[src/rtl/maxpool2d_dsp_pkg.sv]
// Shared types and constants for the 2x2 stride-2 max-pool engine.
// Holds the FSM encoding, latched job config and byte-address helper.
package maxpool2d_dsp_pkg;

    localparam int WORD_BYTES = 4;
    localparam int POOL = 2;

    typedef enum logic [1:0] {
        IDLE  = 2'd0,
        READ  = 2'd1,
        WRITE = 2'd2,
        DONE  = 2'd3
    } state_t;

    typedef struct packed {
        logic [31:0] in_base;
        logic [31:0] out_base;
        logic [15:0] w;
        logic [15:0] c;
        logic [15:0] oh;
        logic [15:0] ow;
    } cfg_t;

    function automatic logic [31:0] word_addr(
        input logic [31:0] base,
        input logic [31:0] idx
    );
        return base + idx * 32'(WORD_BYTES);
    endfunction

endpackage

[src/rtl/maxpool2d_dsp_if.sv]
// Single-outstanding memory port used by the max-pool engine.
// The engine is master; mem_ready doubles as accept and read-data-valid.
interface maxpool2d_dsp_if;

    logic [31:0] mem_addr;
    logic [31:0] mem_data_out;
    logic [31:0] mem_data_in;
    logic        mem_we;
    logic        mem_re;
    logic        mem_ready;

    modport master (
        output mem_addr, mem_data_out, mem_we, mem_re,
        input  mem_data_in, mem_ready
    );

    modport slave (
        input  mem_addr, mem_data_out, mem_we, mem_re,
        output mem_data_in, mem_ready
    );

endinterface

[src/rtl/maxpool2d_dsp_addr_gen.sv]
// HWC read/write address generation for the current window position.
// All arithmetic wraps modulo 2^32.
module maxpool_addr_gen
    import maxpool2d_dsp_pkg::*;
(
    input  logic [31:0] in_base,
    input  logic [31:0] out_base,
    input  logic [15:0] w,
    input  logic [15:0] c_n,
    input  logic [15:0] ow,
    input  logic [15:0] oy,
    input  logic [15:0] ox,
    input  logic [15:0] c,
    input  logic [1:0]  rd_idx,
    output logic [31:0] rd_addr,
    output logic [31:0] wr_addr
);

    logic [31:0] y;
    logic [31:0] x;
    logic [31:0] rd_elem;
    logic [31:0] wr_elem;

    // rd_idx bit 1 selects the lower row, bit 0 the right column.
    always_comb begin
        y = 32'(oy) * 32'(POOL) + 32'(rd_idx[1]);
        x = 32'(ox) * 32'(POOL) + 32'(rd_idx[0]);
        rd_elem = (y * 32'(w) + x) * 32'(c_n) + 32'(c);
        wr_elem = (32'(oy) * 32'(ow) + 32'(ox)) * 32'(c_n)
                + 32'(c);
        rd_addr = word_addr(in_base, rd_elem);
        wr_addr = word_addr(out_base, wr_elem);
    end

endmodule

[src/rtl/maxpool2d_dsp.sv]
// 2x2 stride-2 signed max pooling over an int32 HWC tensor in memory.
// Four reads per window, then one write of the running maximum.
module maxpool2d_dsp
    import maxpool2d_dsp_pkg::*;
(
    input  logic        clk,
    input  logic        rst_n,
    input  logic        start,
    input  logic [31:0] input_addr,
    input  logic [31:0] output_addr,
    input  logic [15:0] input_height,
    input  logic [15:0] input_width,
    input  logic [15:0] channels,
    output logic        done,
    output logic        ready,
    output logic [31:0] result,
    maxpool2d_dsp_if.master mem
);

    state_t      state_q, state_d;
    cfg_t        cfg_q, cfg_d;
    logic [15:0] oy_q, oy_d;
    logic [15:0] ox_q, ox_d;
    logic [15:0] c_q, c_d;
    logic [1:0]  rd_idx_q, rd_idx_d;
    logic [31:0] max_q, max_d;
    logic [31:0] result_q, result_d;
    logic        first_q, first_d;

    logic [31:0] rd_addr;
    logic [31:0] wr_addr;
    logic [15:0] oh_in;
    logic [15:0] ow_in;
    logic        last_c;
    logic        last_ox;
    logic        last_oy;
    logic        re;
    logic        we;
    logic [31:0] addr;
    logic [31:0] wdata;

    maxpool_addr_gen u_addr_gen (
        .in_base  (cfg_q.in_base),
        .out_base (cfg_q.out_base),
        .w        (cfg_q.w),
        .c_n      (cfg_q.c),
        .ow       (cfg_q.ow),
        .oy       (oy_q),
        .ox       (ox_q),
        .c        (c_q),
        .rd_idx   (rd_idx_q),
        .rd_addr  (rd_addr),
        .wr_addr  (wr_addr)
    );

    always_comb begin
        state_d  = state_q;
        cfg_d    = cfg_q;
        oy_d     = oy_q;
        ox_d     = ox_q;
        c_d      = c_q;
        rd_idx_d = rd_idx_q;
        max_d    = max_q;
        result_d = result_q;
        first_d  = first_q;
        done     = 1'b0;
        ready    = 1'b0;
        re       = 1'b0;
        we       = 1'b0;
        addr     = '0;
        wdata    = '0;
        oh_in    = input_height >> 1;
        ow_in    = input_width >> 1;
        last_c   = (c_q == cfg_q.c - 16'd1);
        last_ox  = (ox_q == cfg_q.ow - 16'd1);
        last_oy  = (oy_q == cfg_q.oh - 16'd1);

        unique case (state_q)
            IDLE: begin
                ready = 1'b1;
                if (start) begin
                    cfg_d = '{in_base:  input_addr,
                              out_base: output_addr,
                              w:        input_width,
                              c:        channels,
                              oh:       oh_in,
                              ow:       ow_in};
                    oy_d     = '0;
                    ox_d     = '0;
                    c_d      = '0;
                    rd_idx_d = '0;
                    max_d    = '0;
                    first_d  = 1'b1;
                    if (oh_in == '0 || ow_in == '0 ||
                        channels == '0)
                        state_d = DONE;
                    else
                        state_d = READ;
                end
            end
            READ: begin
                re   = 1'b1;
                addr = rd_addr;
                if (mem.mem_ready) begin
                    // Ties keep the held value.
                    if (rd_idx_q == 2'd0 ||
                        $signed(mem.mem_data_in) > $signed(max_q))
                        max_d = mem.mem_data_in;
                    rd_idx_d = rd_idx_q + 2'd1;
                    if (rd_idx_q == 2'd3)
                        state_d = WRITE;
                end
            end
            WRITE: begin
                we    = 1'b1;
                addr  = wr_addr;
                wdata = max_q;
                if (mem.mem_ready) begin
                    if (first_q) begin
                        result_d = max_q;
                        first_d  = 1'b0;
                    end
                    state_d = READ;
                    if (!last_c) begin
                        c_d = c_q + 16'd1;
                    end else begin
                        c_d = '0;
                        if (!last_ox) begin
                            ox_d = ox_q + 16'd1;
                        end else begin
                            ox_d = '0;
                            oy_d = oy_q + 16'd1;
                            if (last_oy)
                                state_d = DONE;
                        end
                    end
                end
            end
            DONE: begin
                done    = 1'b1;
                ready   = 1'b1;
                state_d = IDLE;
            end
        endcase
    end

    assign mem.mem_re       = re;
    assign mem.mem_we       = we;
    assign mem.mem_addr     = addr;
    assign mem.mem_data_out = wdata;
    assign result           = result_q;

    always_ff @(posedge clk or negedge rst_n) begin
        if (!rst_n) begin
            state_q  <= IDLE;
            cfg_q    <= '0;
            oy_q     <= '0;
            ox_q     <= '0;
            c_q      <= '0;
            rd_idx_q <= '0;
            max_q    <= '0;
            result_q <= '0;
            first_q  <= 1'b0;
        end else begin
            state_q  <= state_d;
            cfg_q    <= cfg_d;
            oy_q     <= oy_d;
            ox_q     <= ox_d;
            c_q      <= c_d;
            rd_idx_q <= rd_idx_d;
            max_q    <= max_d;
            result_q <= result_d;
            first_q  <= first_d;
        end
    end

endmodule

[src/flat_wrapper.sv]
// flat-port wrapper written by rule: the top's interface ports become plain ports
module maxpool2d_dsp_flat import maxpool2d_dsp_pkg::*;
  (clk, rst_n, start, input_addr, output_addr, input_height, input_width, channels, done, ready, result, mem_mem_addr, mem_mem_data_out, mem_mem_we, mem_mem_re, mem_mem_data_in, mem_mem_ready);
  maxpool2d_dsp_if mem_i ();
  input  logic clk;
  input  logic rst_n;
  input  logic start;
  input  logic [31:0] input_addr;
  input  logic [31:0] output_addr;
  input  logic [15:0] input_height;
  input  logic [15:0] input_width;
  input  logic [15:0] channels;
  output logic done;
  output logic ready;
  output logic [31:0] result;
  output wire logic [$bits(mem_i.mem_addr)-1:0] mem_mem_addr;
  output wire logic [$bits(mem_i.mem_data_out)-1:0] mem_mem_data_out;
  output wire logic [$bits(mem_i.mem_we)-1:0] mem_mem_we;
  output wire logic [$bits(mem_i.mem_re)-1:0] mem_mem_re;
  input wire logic [$bits(mem_i.mem_data_in)-1:0] mem_mem_data_in;
  input wire logic [$bits(mem_i.mem_ready)-1:0] mem_mem_ready;
  assign mem_mem_addr = mem_i.mem_addr;
  assign mem_mem_data_out = mem_i.mem_data_out;
  assign mem_mem_we = mem_i.mem_we;
  assign mem_mem_re = mem_i.mem_re;
  assign mem_i.mem_data_in = mem_mem_data_in;
  assign mem_i.mem_ready = mem_mem_ready;
  maxpool2d_dsp u_core (.clk(clk), .rst_n(rst_n), .start(start), .input_addr(input_addr), .output_addr(output_addr), .input_height(input_height), .input_width(input_width), .channels(channels), .done(done), .ready(ready), .result(result), .mem(mem_i));
endmodule
[config.mk]
export PLATFORM = sky130hd
export DESIGN_NAME = maxpool2d_dsp_flat
export DESIGN_NICKNAME = d
export VERILOG_FILES = /design/src/rtl/maxpool2d_dsp_pkg.sv /design/src/rtl/maxpool2d_dsp_if.sv /design/src/rtl/maxpool2d_dsp_addr_gen.sv /design/src/rtl/maxpool2d_dsp.sv /design/src/flat_wrapper.sv
export SDC_FILE = /design/constraint.sdc
export NUM_CORES = 2
export LEC_CHECK = 0
export ABC_AREA = 1
export CAP_MARGIN = 5
export CORE_MARGIN = 2
export CORE_UTILIZATION = 46
export DETAILED_ROUTE_END_ITERATION = 6
export PLACE_DENSITY_LB_ADDON = 0.25
export SYNTH_ARGS = -nofsm -noshare
export SYNTH_HDL_FRONTEND = slang
export SYNTH_HIERARCHICAL = 1
export SYNTH_SLANG_ARGS = --single-unit
export TNS_END_PERCENT = 5
[constraint.sdc]
create_clock -name clk -period 16.62 [get_ports clk]
set_input_delay 4.155 -clock clk [delete_from_list [all_inputs] [get_ports clk]]
set_output_delay 4.155 -clock clk [all_outputs]
set_load 0.02 [all_outputs]
==> metrics.txt <==
status=finished, violations left; violated checks=DRC, setup timing; WP data required=12.47 ns; sequential cell area=5720 um2; vias in the first global route=53.6k; Setup crit end kind=output port; number of port buffers=between 200 and 250; Row Count=130; most common cell after layout, fill and taps aside=nand2_1; Critical Path Most Common Cell=fa_1; Fmax=58.8 MHz; yosys warns=6; area of the multi-input gates=45100 um2; Pwr Total=15.2 mW; WP data arrival=12.86 ns; RD Place Congestion=0.949; wire length of the first global-routing pass=291000 um; initial antenna violation count=3; EDFF count, synth=0; P_leak=36.5 nW; Slew @ Worst Pin=~1.3 ns; pin count of the biggest net entering global routing=86; non-filler cells, final=10.1k; CTS H-Tree Depth=1; sequential fraction of the synthesis area=9.85%; Post-DP Area=about 66000 um2; most frequent cells in the layout=nand2_1 (2155), inv_1 (1992), fa_1 (997); Worst-Skew Late Latency=about 0.57 ns; #FFs+latches synth=228; share of cells above drive strength 1=13.3%; Final HPWL DP=between 100000 and 150000 um; Async SR Flop Fraction=100%; Final nets=10.1k; placed insts=10.0k; Setup Crit Path Kind=flip-flop to output port; Worst path max stage delay=0.57 ns; Final Cycle Share=102%; P&R area growth vs syn=19.1%; Max VDD drop=roughly 0.43 mV; Ports=248; Final setup viols=5; final instance area=68900 um2; cell count after synthesis=between 7k and 8k; Pwr Density=220 nW/um2; CTS tree=done; Hold Path Class=flip-flop to flip-flop; vias after detailed routing=a little over 50k; CTS Sinks=228; synthesized cell area=57900 um2; CTS hold repair buffers=0; Vert. Die Dim=359 um; minimum clock period=17.02 ns; clk slew on worst S/H paths=roughly 0.07 ns; CP max stage cell=fa_1; Final Hold Fails=0; cts bufs inserted=24; core region area=about 130000 um2; die area=129000 um2; number of library cell types mapped by synthesis=between 60 and 70; root buffer cell=clkbuf_16; initial core utilization=46.2%; post-route setup TNS=-0.884 ns; relative slew slack=13.4%; average size of a mapped cell=about 7.4 um2; die extent in x=359 um; wire per inst=17.9 um; max cap viols=0; Setup Skew=0.0203 ns; Routed Wire Length=about 180000 um; CTS max path bufs=3; Via density=5.07; number of fillers in the final layout=around 12k; worst hold slack=around 0.48 ns; Max Slew Vio Count=0; setup ws final=-0.399 ns; unrepaired setup endpoints after global routing=true; drt first pass iters=7; GRT Util Overall=about 28%; Top FF cell, synth=dfrtp_1; Congestion Overflow GR=0; Crit Path Max Fanout=4; hold depth=2; worst reg2reg path depth=13; # DRC=1; pre-CTS WS=-0.383 ns; antenna-violating nets left=0; final core occ=55.0%; DRT iter0 DRCs=3818; Setup crit start kind=flip-flop
[cell usage after synthesis, drive strengths merged, types with 72 or more instances]
cell	number	share of area [%]
inv	2054	13
clkbuf	262	1.7
xor2	159	2.4
o21ai	172	1.6
nand3	180	1.6
a21oi	222	1.9
nor2	485	3.2
nand2	2241	15
dfrtp	228	9.9
ha	446	9.6
xnor2	72	1.1
fa	1016	35
[per-layer routing]
layer / up-vias / track usage (%) / part of all wire, %
li1: 23900 / - / -
met1: 25100 / 38.6 / 43
met2: 1866 / 47.2 / 47
met3: 317 / 4.11 / 7.8
met4: 2 / 8.24 / 3.1
met5: - / 0 / 0.0072
[power breakdown]
group          switching [mW]  internal [mW]
clock network           0.259          0.337
registers               0.228          0.740
logic                    7.99           5.63
total                    8.48           6.71
[sequential cells by signal (all words and copies together) (netlist names)]
register         cells
u_core/cfg_q       111
u_core/state_q       2
u_core/max_q        32
u_core/oy_q         16
u_core/first_q       1
u_core/ox_q         16
u_core/c_q          16
u_core/result       32
u_core/rd_idx_q      2
[worst max-delay path, delay by kind of cell (launching register included)]
| family | cells | cell delay, ns |
|---|---|---|
| adder cells (fa/ha/maj) | 15 | 6.95 |
| buffers and inverters | 22 | 1.93 |
| AO/OA/AOI/OAI | 10 | 1.31 |
| AND/OR/NAND/NOR | 11 | 0.87 |
| XOR/XNOR | 4 | 0.76 |
| flip-flops | 1 | 0.44 |
[area by class of cell]
class | instances | share of cell area, %
antenna | 1 | 0.00363
clock buffer | 31 | 0.984
clock inverter | 13 | 0.230
inverter | 2059 | 11.2
multi-input combinational | 5276 | 65.4
sequential | 228 | 8.30
tap | 1650 | 2.99
timing repair buffer | 857 | 10.9
[worst paths after layout]
| check | slack (ns) | from | end |
|---|---|---|---|
| setup / recovery | -0.40 | u_core/cfg_q[54]$_DFFE_PN0P_ | mem_mem_addr[31] |
| hold / removal | 0.48 | u_core/cfg_q[65]$_DFFE_PN0P_ | u_core/cfg_q[65]$_DFFE_PN0P_ |
| setup reg to reg | 12.64 | u_core/state_q[0]$_DFFE_PN0P_ | u_core/c_q[15]$_DFFE_PN0P_ |
| hold reg to reg | 0.48 | u_core/cfg_q[65]$_DFFE_PN0P_ | u_core/cfg_q[65]$_DFFE_PN0P_ |
| max in group asynchronous | 11.08 | rst_n | u_core/cfg_q[25]$_DFFE_PN0P_ |
| min in group asynchronous | 3.55 | rst_n | u_core/cfg_q[119]$_DFFE_PN0P_ |
[repair_timing]
| action | CTS | global route |
|---|---|---|
| pin swaps | 156 | 130 |
| endpoints found under the setup margin | 15 | 16 |
| gates resized for setup | 284 | 196 |
| buffers inserted | 34 | 19 |
[cells by family after synthesis]
family | Yosys count | synth area share, %
muxes | 1 | 0.0194
DFF | 228 | 9.85
and+or+nand+nor | 3101 | 21.8
buffers and inverters | 2359 | 15.4
adders and majority gates | 1462 | 44.8
xor gates and xnor gates | 231 | 3.52
AOI/OAI and AO/OA | 475 | 4.62
other | 1 | 0.00648
Power figures use the tool's default switching activity.
